`config.mk`:
```
export PLATFORM = sky130hd
export DESIGN_NAME = controle_aspirador
export DESIGN_NICKNAME = d
export VERILOG_FILES = /design/src/rtl/controle_aspirador.sv
export SDC_FILE = /design/constraint.sdc
export NUM_CORES = 1
export LEC_CHECK = 0
export CORE_ASPECT_RATIO = 0.9
export CORE_MARGIN = 2
export CORE_UTILIZATION = 49
export DETAILED_ROUTE_END_ITERATION = 8
export PLACE_DENSITY_LB_ADDON = 0.3
export SLEW_MARGIN = 20
export SYNTH_ARGS = -nofsm -noshare
export SYNTH_HDL_FRONTEND = slang
export SYNTH_SLANG_ARGS = --single-unit
```
`constraint.sdc`:
```
create_clock -name clk -period 3.3 [get_ports clk]
set_input_delay 0.825 -clock clk [delete_from_list [all_inputs] [get_ports clk]]
set_output_delay 0.825 -clock clk [all_outputs]
set_load 0.005 [all_outputs]
```
`src/rtl/controle_aspirador.sv`:
```
// controle_aspirador: robot vacuum motion sequencer with input synchronisers, timed maneuvers and stuck detection
module controle_aspirador #(
  parameter int TURN_CYCLES = 50000000,
  parameter int BACK_CYCLES = 25000000,
  parameter int STUCK_LIMIT = 3
) (
  input  logic       clk,
  input  logic       reset,
  input  logic       LD,
  input  logic       E,
  input  logic       D,
  input  logic       F,
  input  logic       A,
  output logic       mot_frente,
  output logic       mot_re,
  output logic       gira_esq,
  output logic       gira_dir,
  output logic [2:0] codigo,
  output logic       Erro
);
  localparam int MAXC = TURN_CYCLES > BACK_CYCLES ? TURN_CYCLES : BACK_CYCLES;
  localparam int TW = MAXC > 1 ? $clog2(MAXC) : 1;
  localparam int SW = $clog2(STUCK_LIMIT + 1);
  localparam logic [TW-1:0] TURN_LOAD = TW'(TURN_CYCLES - 1);
  localparam logic [TW-1:0] BACK_LOAD = TW'(BACK_CYCLES - 1);
  localparam logic [2:0] OFF    = 3'b000;
  localparam logic [2:0] FRENTE = 3'b001;
  localparam logic [2:0] RE     = 3'b010;
  localparam logic [2:0] GIRA_E = 3'b011;
  localparam logic [2:0] GIRA_D = 3'b100;
  localparam logic [2:0] ERRO   = 3'b111;

  logic [4:0] sync1, sync2;
  logic ld_s, e_s, d_s, f_s, a_s;
  logic [2:0] state, state_n;
  logic [TW-1:0] timer, timer_n;
  logic [SW-1:0] stuck_cnt, stuck_n;
  logic stuck_hit;
  logic [2:0] back_state;
  logic [TW-1:0] back_timer;
  logic [SW-1:0] back_stuck;

  assign {ld_s, e_s, d_s, f_s, a_s} = sync2;
  // reverse entry: give up once another reverse would reach the stuck limit
  assign stuck_hit  = 32'(stuck_cnt) + 1 >= STUCK_LIMIT;
  assign back_state = stuck_hit ? ERRO : RE;
  assign back_timer = stuck_hit ? timer : BACK_LOAD;
  assign back_stuck = stuck_hit ? stuck_cnt : stuck_cnt + 1'b1;

  // two-flop synchronisers for the switch and all obstacle sensors
  always_ff @(posedge clk or posedge reset)
    if (reset) begin
      sync1 <= '0;
      sync2 <= '0;
    end else begin
      sync1 <= {LD, E, D, F, A};
      sync2 <= sync1;
    end

  // next state, maneuver timer and stuck counter; power-off overrides everything
  always_comb begin
    state_n = state;
    timer_n = timer;
    stuck_n = stuck_cnt;
    if (!ld_s) begin
      state_n = OFF;
      timer_n = '0;
      stuck_n = '0;
    end else case (state)
      OFF: begin
        state_n = FRENTE;
        stuck_n = '0;
      end
      FRENTE:
        if (!f_s) stuck_n = '0;
        else if (!e_s) begin
          state_n = GIRA_E;
          timer_n = TURN_LOAD;
        end else if (!d_s) begin
          state_n = GIRA_D;
          timer_n = TURN_LOAD;
        end else if (!a_s) begin
          state_n = back_state;
          timer_n = back_timer;
          stuck_n = back_stuck;
        end else state_n = ERRO;
      RE:
        if (a_s || timer == '0) begin
          if (!e_s) begin
            state_n = GIRA_E;
            timer_n = TURN_LOAD;
          end else if (!d_s) begin
            state_n = GIRA_D;
            timer_n = TURN_LOAD;
          end else if (a_s) state_n = ERRO;
          else begin
            state_n = back_state;
            timer_n = back_timer;
            stuck_n = back_stuck;
          end
        end else timer_n = timer - 1'b1;
      GIRA_E, GIRA_D:
        if (timer == '0) state_n = FRENTE;
        else timer_n = timer - 1'b1;
      default: state_n = ERRO;
    endcase
  end

  // state register with outputs decoded from the next state so they are glitch-free flops
  always_ff @(posedge clk or posedge reset)
    if (reset) begin
      state      <= OFF;
      timer      <= '0;
      stuck_cnt  <= '0;
      mot_frente <= 1'b0;
      mot_re     <= 1'b0;
      gira_esq   <= 1'b0;
      gira_dir   <= 1'b0;
      codigo     <= OFF;
      Erro       <= 1'b0;
    end else begin
      state      <= state_n;
      timer      <= timer_n;
      stuck_cnt  <= stuck_n;
      mot_frente <= state_n == FRENTE;
      mot_re     <= state_n == RE;
      gira_esq   <= state_n == GIRA_E;
      gira_dir   <= state_n == GIRA_D;
      codigo     <= state_n;
      Erro       <= state_n == ERRO;
    end
endmodule

```
**Yosys cells after proc, flatten, opt, wreduce, memory -nomap -nowiden**

Index checks and enable logic that the tools add are counted.

- Logic and storage cells: 60
- Input port bits: 7
- Output and inout port bits: 8
- Flip-flop bits (word level): 46

- $lt $le $gt $ge: 1
- Equality and inequality tests: 14
- Muxes and demuxes: 26
- $add $sub $neg: 3
- Reduce and logical (&&, ||, !) cells: 6

Operators by type and width:

| operator | count |
|---|---|
| 2-to-1 mux 26 bit | 8 |
| one-hot mux 26 bit (3 select lines) | 1 |
| logical NOT 26 bit | 1 |
| subtractor 26 x 1 -> 26 bit (second input constant) | 1 |
| 2-to-1 mux 3 bit | 8 |
| 2-to-1 mux 2 bit | 7 |
| equality test 3 x 2 -> 1 bit (second input constant) | 4 |
| one-hot mux 3 bit (4 select lines) | 1 |
| equality test 3 bit (second input constant) | 3 |
| inequality test 3 bit (second input constant) | 3 |
| inequality test 4 x 1 -> 1 bit (second input constant) | 2 |
| equality test 3 x 1 -> 1 bit (second input constant) | 2 |
| one-hot mux 2 bit (3 select lines) | 1 |
| adder 2 x 1 -> 3 bit (second input constant) | 1 |
| >= comparator 3 x 2 -> 1 bit (second input constant) | 1 |
| logical NOT 3 bit | 1 |
| AND reduction 3 bit | 1 |
| adder 2 x 1 -> 2 bit (second input constant) | 1 |
| AND reduction 2 bit | 1 |
| OR reduction 2 bit | 1 |
| logical OR 1 bit | 1 |

**Logic depth before layout (Yosys ltp)**

Gate-level depths: netlist of the first run.

- Word-level depth: 10
- Mapped depth: 10
- Gate-level depth less buffers: 8

**Least setup slack after synthesis of the first run**

OpenSTA, ideal clock, no wires.

- Path kind: register to register
- Start point: register timer[14]
- End point: register timer[16]
- Data arrival time: 2.592 ns
- Slack: 0.586 ns
- Stages on the path, launching flop included: 10
- Data required time: 3.178 ns
- Cells stage by stage: dfrtp_1 > buf_6 > or4_4 > or3_1 > buf_2 > o41a_1 > or2_1 > buf_6 > and2_4 > a32o_1

- Longest elaborated chain between the ends: 5
- Elaborated cells on any way between the ends: 9
- Classes of those cells: 1 x add/sub; 1 x eq/ne; 4 x mux; 3 x reduce/logical

Ends and longest elaborated chain:

| element | RTL line | source |
|---|---|---|
| start: declaration | 36 | `logic [TW-1:0] timer, timer_n;` |
| start signal: assignment | 123 | `timer <= timer_n;` |
| branches (longest 5 deep; another with subtractor 26 x 1 -> 26 bit) | -- |  |

Parallel ways; which one is timed is not known. The select of a mux whose other input is x is not followed.
A chain may end at the register's enable or synchronous reset.

**Final worst setup path of the first run**

- Start point: register timer[14]
- End point: register timer[12]

- Longest elaborated chain between the ends: 5
- Elaborated cells on any way between the ends: 7
- Classes of those cells: 1 x eq/ne; 3 x mux; 3 x reduce/logical

Ends and longest elaborated chain:

| element | RTL line | source |
|---|---|---|
| logical NOT 26 bit * | 88, 103 |  |
| logical OR 1 bit | 88 | `if (a_s \|\| timer == '0) begin` |
| 2-to-1 mux 26 bit | 88 |  |
| one-hot mux 26 bit (3 select lines) | 69 | `end else case (state)` |
| 2-to-1 mux 26 bit | 65 | `if (!ld_s) begin` |

Every way passes the cells marked *; elsewhere a longest branch is shown, timed or not.

==> impl.org, run 1 <==
** Run status
- The run finished with clean final reports.

** Clock network
- Total number of clock tree sinks :: 46
- Post-cts resize count :: 0
- Clock Latency Late Sink :: between 0.3 and 0.4 ns
- Clock transition at path regs :: around 0.09 ns
- Clock tree synthesis selected as its root buffer the cell clkbuf_8.
- Hold buffers post-CTS :: 0
- CTS H-Tree Depth :: 2
- In this run the deepest clock path goes through 2 buffers.
- Clock tree from TritonCTS :: built
- Num CTS Buffers :: 5
- In this run the post-CTS setup repair buffer count came out at 0.

** Logic synthesis
- Summing every instance area after synthesis gives ~2800 µm².
- Library cell with the largest summed area after synthesis :: dfrtp_1
- Synthesized net count :: about 330
- Post-synthesis cell count :: approximately 310
- Dominant register cell in the synthesized netlist :: dfrtp_1
- Portion of synthesized cell area occupied by the leading cell type :: 0.409
- Number of synthesized register bits :: 46
- For this run, the register share of the synthesized area comes to 0.409.
- The commonest cells after synthesis are dfrtp_1, nand2_1, nor2_1.
- After synthesis, the cell types taking the most area are dfrtp_1, a21oi_1, o21ai_0, nor4_1, nand2_1.
- During synthesis, Yosys emitted a total of 0 warnings.
- Number of synthesized flops with an enable pin :: 0
- Most instantiated library cell after synthesis :: dfrtp_1
- In the synthesized netlist the async set-or-reset flop fraction comes to 1.00.
- Counting distinct cell types in the post-synthesis netlist gives 56.
- A synthesized cell averages 8.95 µm².

** Worst hold path
- Worst min-delay path endpoint :: sync2[1]
- The path class of the tightest hold or removal check is reg -> reg.
- Launch point of the worst hold path :: sync1[1]
- Number of instances on the worst hold path :: 0

** Route
- After detailed routing, the number of remaining DRC violations is 0.
- Average wire length per cell after detail routing :: around 18 µm
- In the routed layout, each cell is associated on average with a via count of between 6 and 7.
- Summing over every cut layer, the via total after detailed routing is 2,584.
- The detail route stage leaves a number of antenna-violating nets equal to 0.
- The first TritonRoute pass finished after 5 iterations.
- After detailed routing, the total wire length is roughly 7300 µm.
- DRC violation total after the first TritonRoute iteration :: between 300 and 400

** Floorplanning
- I/O pin total :: 15
- The die covers around 6400 µm².
- Measured along the y axis, the die boundary spans 75.9 µm.
- After floorplanning, the core was divided into 26 placement rows.
- Core footprint :: between 5000 and 6000 µm²
- The die is ~84 µm wide.
- Effective utilization at floorplan :: 0.502

** Critical path
- WP data required :: roughly 3.5 ns
- The most numerous cell type found on the critical path is nor2_1.
- The worst register-to-register path begins at timer[14].
- The signal on the critical path passes through or4_4 -> or3_1 -> o41a_1 -> nor2_1 -> nor2_1 -> o2111a_1.
- The largest single stage delay on the critical path is 0.58 ns.
- In this run the critical register-to-register path is captured at timer[12].
- STA puts the critical path data arrival time at about 3.1 ns.
- CP Buf/Inv Count :: 0
- The largest individual stage delay along the critical path comes from the cell or4_4.
- Largest fanout on the critical path :: 9
- The worst setup path is of the reg -> reg kind.
- Worst setup EP type :: flip-flop
- Cell family with the largest share of critical-path delay :: simple AND/OR/NAND/NOR gates
- Setup slack of the most critical reg-to-reg path :: roughly 0.35 ns
- The worst setup path is launched from a flip-flop.
- The worst register-to-register path has a depth of 6.

** Placement
- Routability congestion estimate from global placement :: ~0.91
- Placed Instances :: a little under 400
- Before CTS, the worst setup slack after placement is around 0.41 ns.
- Summed over all nets, the half-perimeter wirelength after detailed placement is 5350 µm.
- During placement, the flow inserted port buffers numbering 14.

** Timing
- The smallest clock period supported by the final layout is computed as roughly 2.9 ns.
- Max Clock Freq :: about 0.34 GHz
- Final setup skew :: between 0.01 and 0.015 ns
- Setup violations remaining at the end of the flow were counted as 0.
- After layout, the worst setup slack is 0.354 ns.
- In the finished design, the share of the clock period the worst path needs comes to 0.893.
- The number of slew-limit violations in the final report is 0.
- The final number of hold-violating endpoints is 0.
- Setup repair after global routing left no endpoint under its margin.
- Headroom to the max-slew limit came out at 0.420.
- Adding up every negative setup slack in the final design gives 0 ns.
- At the pin with the least slew margin, the transition time is just under 0.9 ns.

** Final layout
- For this run, the post-layout net count is 340.
- Fraction of layout instances using a drive strength above 1 :: 0.103
- Post-route insts no fill :: approximately 400
- Antenna diode instance count :: 0
- Core occupancy in the finished layout :: 0.560
- Area overhead of the layout relative to synthesis :: 11.4%

** Global route
- Number of antenna violations at the first check in global routing :: 0
- In this run the most used layer during global routing was met1.
- Entering global routing, the biggest net connects 47 pins.
- In the global route stage, met3 resource usage came out at 0.0336.
- For this run, global-route usage on met1 was measured as 0.363.
- Global-route wire length before repair :: approximately 12,000 µm
- Number of global-route vias before repair :: about 2,200
- For this run the aggregate overflow at the end of global routing stands at 0.
- For met2 alone, demand over resource in global routing was 0.362.
- All-Layer GR Usage :: 0.238

** Power
- For this design the static power due to leakage is 1.30 nW.
- In this run the power density over the cells is between 700 and 800 nW/µm².
- Worst ir drop on vdd :: ~370 µV
- Overall Power :: 2.25 mW

** Job
- # Max-Cap Violations :: 0
==> kinds of logic after synthesis <==
kind of cell,synth area share
fa+ha+maj,0.0223
flops,0.409
mux,0.00712
simple gates,0.255
compound gates,0.258
buf+inv,0.0481
==> metrics by stage <==
| stage | hold WS, ns | area (µm²) |
|---|---|---|
| detailed placement | 0.336 | 3040 |
| finish | 0.355 | 3130 |
| floorplan | 0.331 | 2810 |
| global route | 0.366 | 3130 |
| CTS | 0.358 | 3130 |
| global placement | 0.332 | 3040 |
==> placed cells by master, fill, tap and decap left out, types with 3 or more instances in the layout <==
cell	count
a211oi_1	8
and2_1	5
a211o_1	5
o31ai_1	4
o2111a_1	5
nand3_1	8
nor3_1	15
clkbuf_8	5
a21oi_1	21
nand2b_1	5
nor4b_1	4
or3_1	6
nand2_1	22
or2_2	3
nor2_1	22
clkdlybuf4s50_1	14
a21boi_0	4
dfrtp_1	46
nor4_1	14
nand4_1	6
o22ai_1	3
a32o_1	4
inv_1	11
buf_4	12
o21ai_0	19
and3_1	3
nor3b_1	3
o21a_1	4
or4_1	3
ha_1	5
==> report_power, final <==
part | internal [mW] | leakage [nW] | switching [mW] | total (mW)
combinational | 0.436 | 0.656 | 0.642 | 1.08
sequential | 0.656 | 0.602 | 0.157 | 0.813
clock | 0.153 | 0.0447 | 0.210 | 0.363
==> worst max path at each step <==
stage / cells past startpoint / slack (ns) / endpoint / from
floorplan: 9 / 0.59 / timer[16] / timer[14]
global route: 6 / 0.25 / timer[12] / timer[14]
finish: 6 / 0.35 / timer[12] / timer[14]
global placement: 7 / 0.42 / timer[4] / timer[14]
CTS: 7 / 0.39 / timer[4] / timer[14]
detailed placement: 7 / 0.41 / timer[4] / timer[14]
==> area by class of cell <==
class / count / area [µm²]
Timing Repair Buffer: 26 / 230
Sequential cell: 46 / 1150
Multi-Input combinational cell: 237 / 1530
Inverter: 12 / 45.0
Clock buffer: 5 / 68.8
Tap cell: 70 / 87.6
Fill cell: 526 / 2460
Clock inverter: 3 / 25.0
==> routing by layer <==
layer  up-vias  part of all wire
li1       1237                 -
met1      1233              0.50
met2       104              0.43
met3        10             0.067
met4         0             0.010
met5         -                 0
==> state kept, by name, indices dropped and copies added, names as in the netlist <==
signal and cells:
mot_re 1, stuck_cnt 2, sync1 5, timer 26
Erro 1, state 3, mot_frente 1, sync2 5
gira_dir 1, gira_esq 1
(Power assumes the default switching activity.)
==> run 2, diff against run 1 <==
--- a/config.mk
+++ b/config.mk
@@ -10,6 +10,7 @@
 export CORE_UTILIZATION = 49
 export DETAILED_ROUTE_END_ITERATION = 8
 export PLACE_DENSITY_LB_ADDON = 0.3
+export SETUP_SLACK_MARGIN = 0.1
 export SLEW_MARGIN = 20
 export SYNTH_ARGS = -nofsm -noshare
 export SYNTH_HDL_FRONTEND = slang
==> results of run 2 <==
Same layout as run 1: the final DEF is identical, and so are final timing and power.
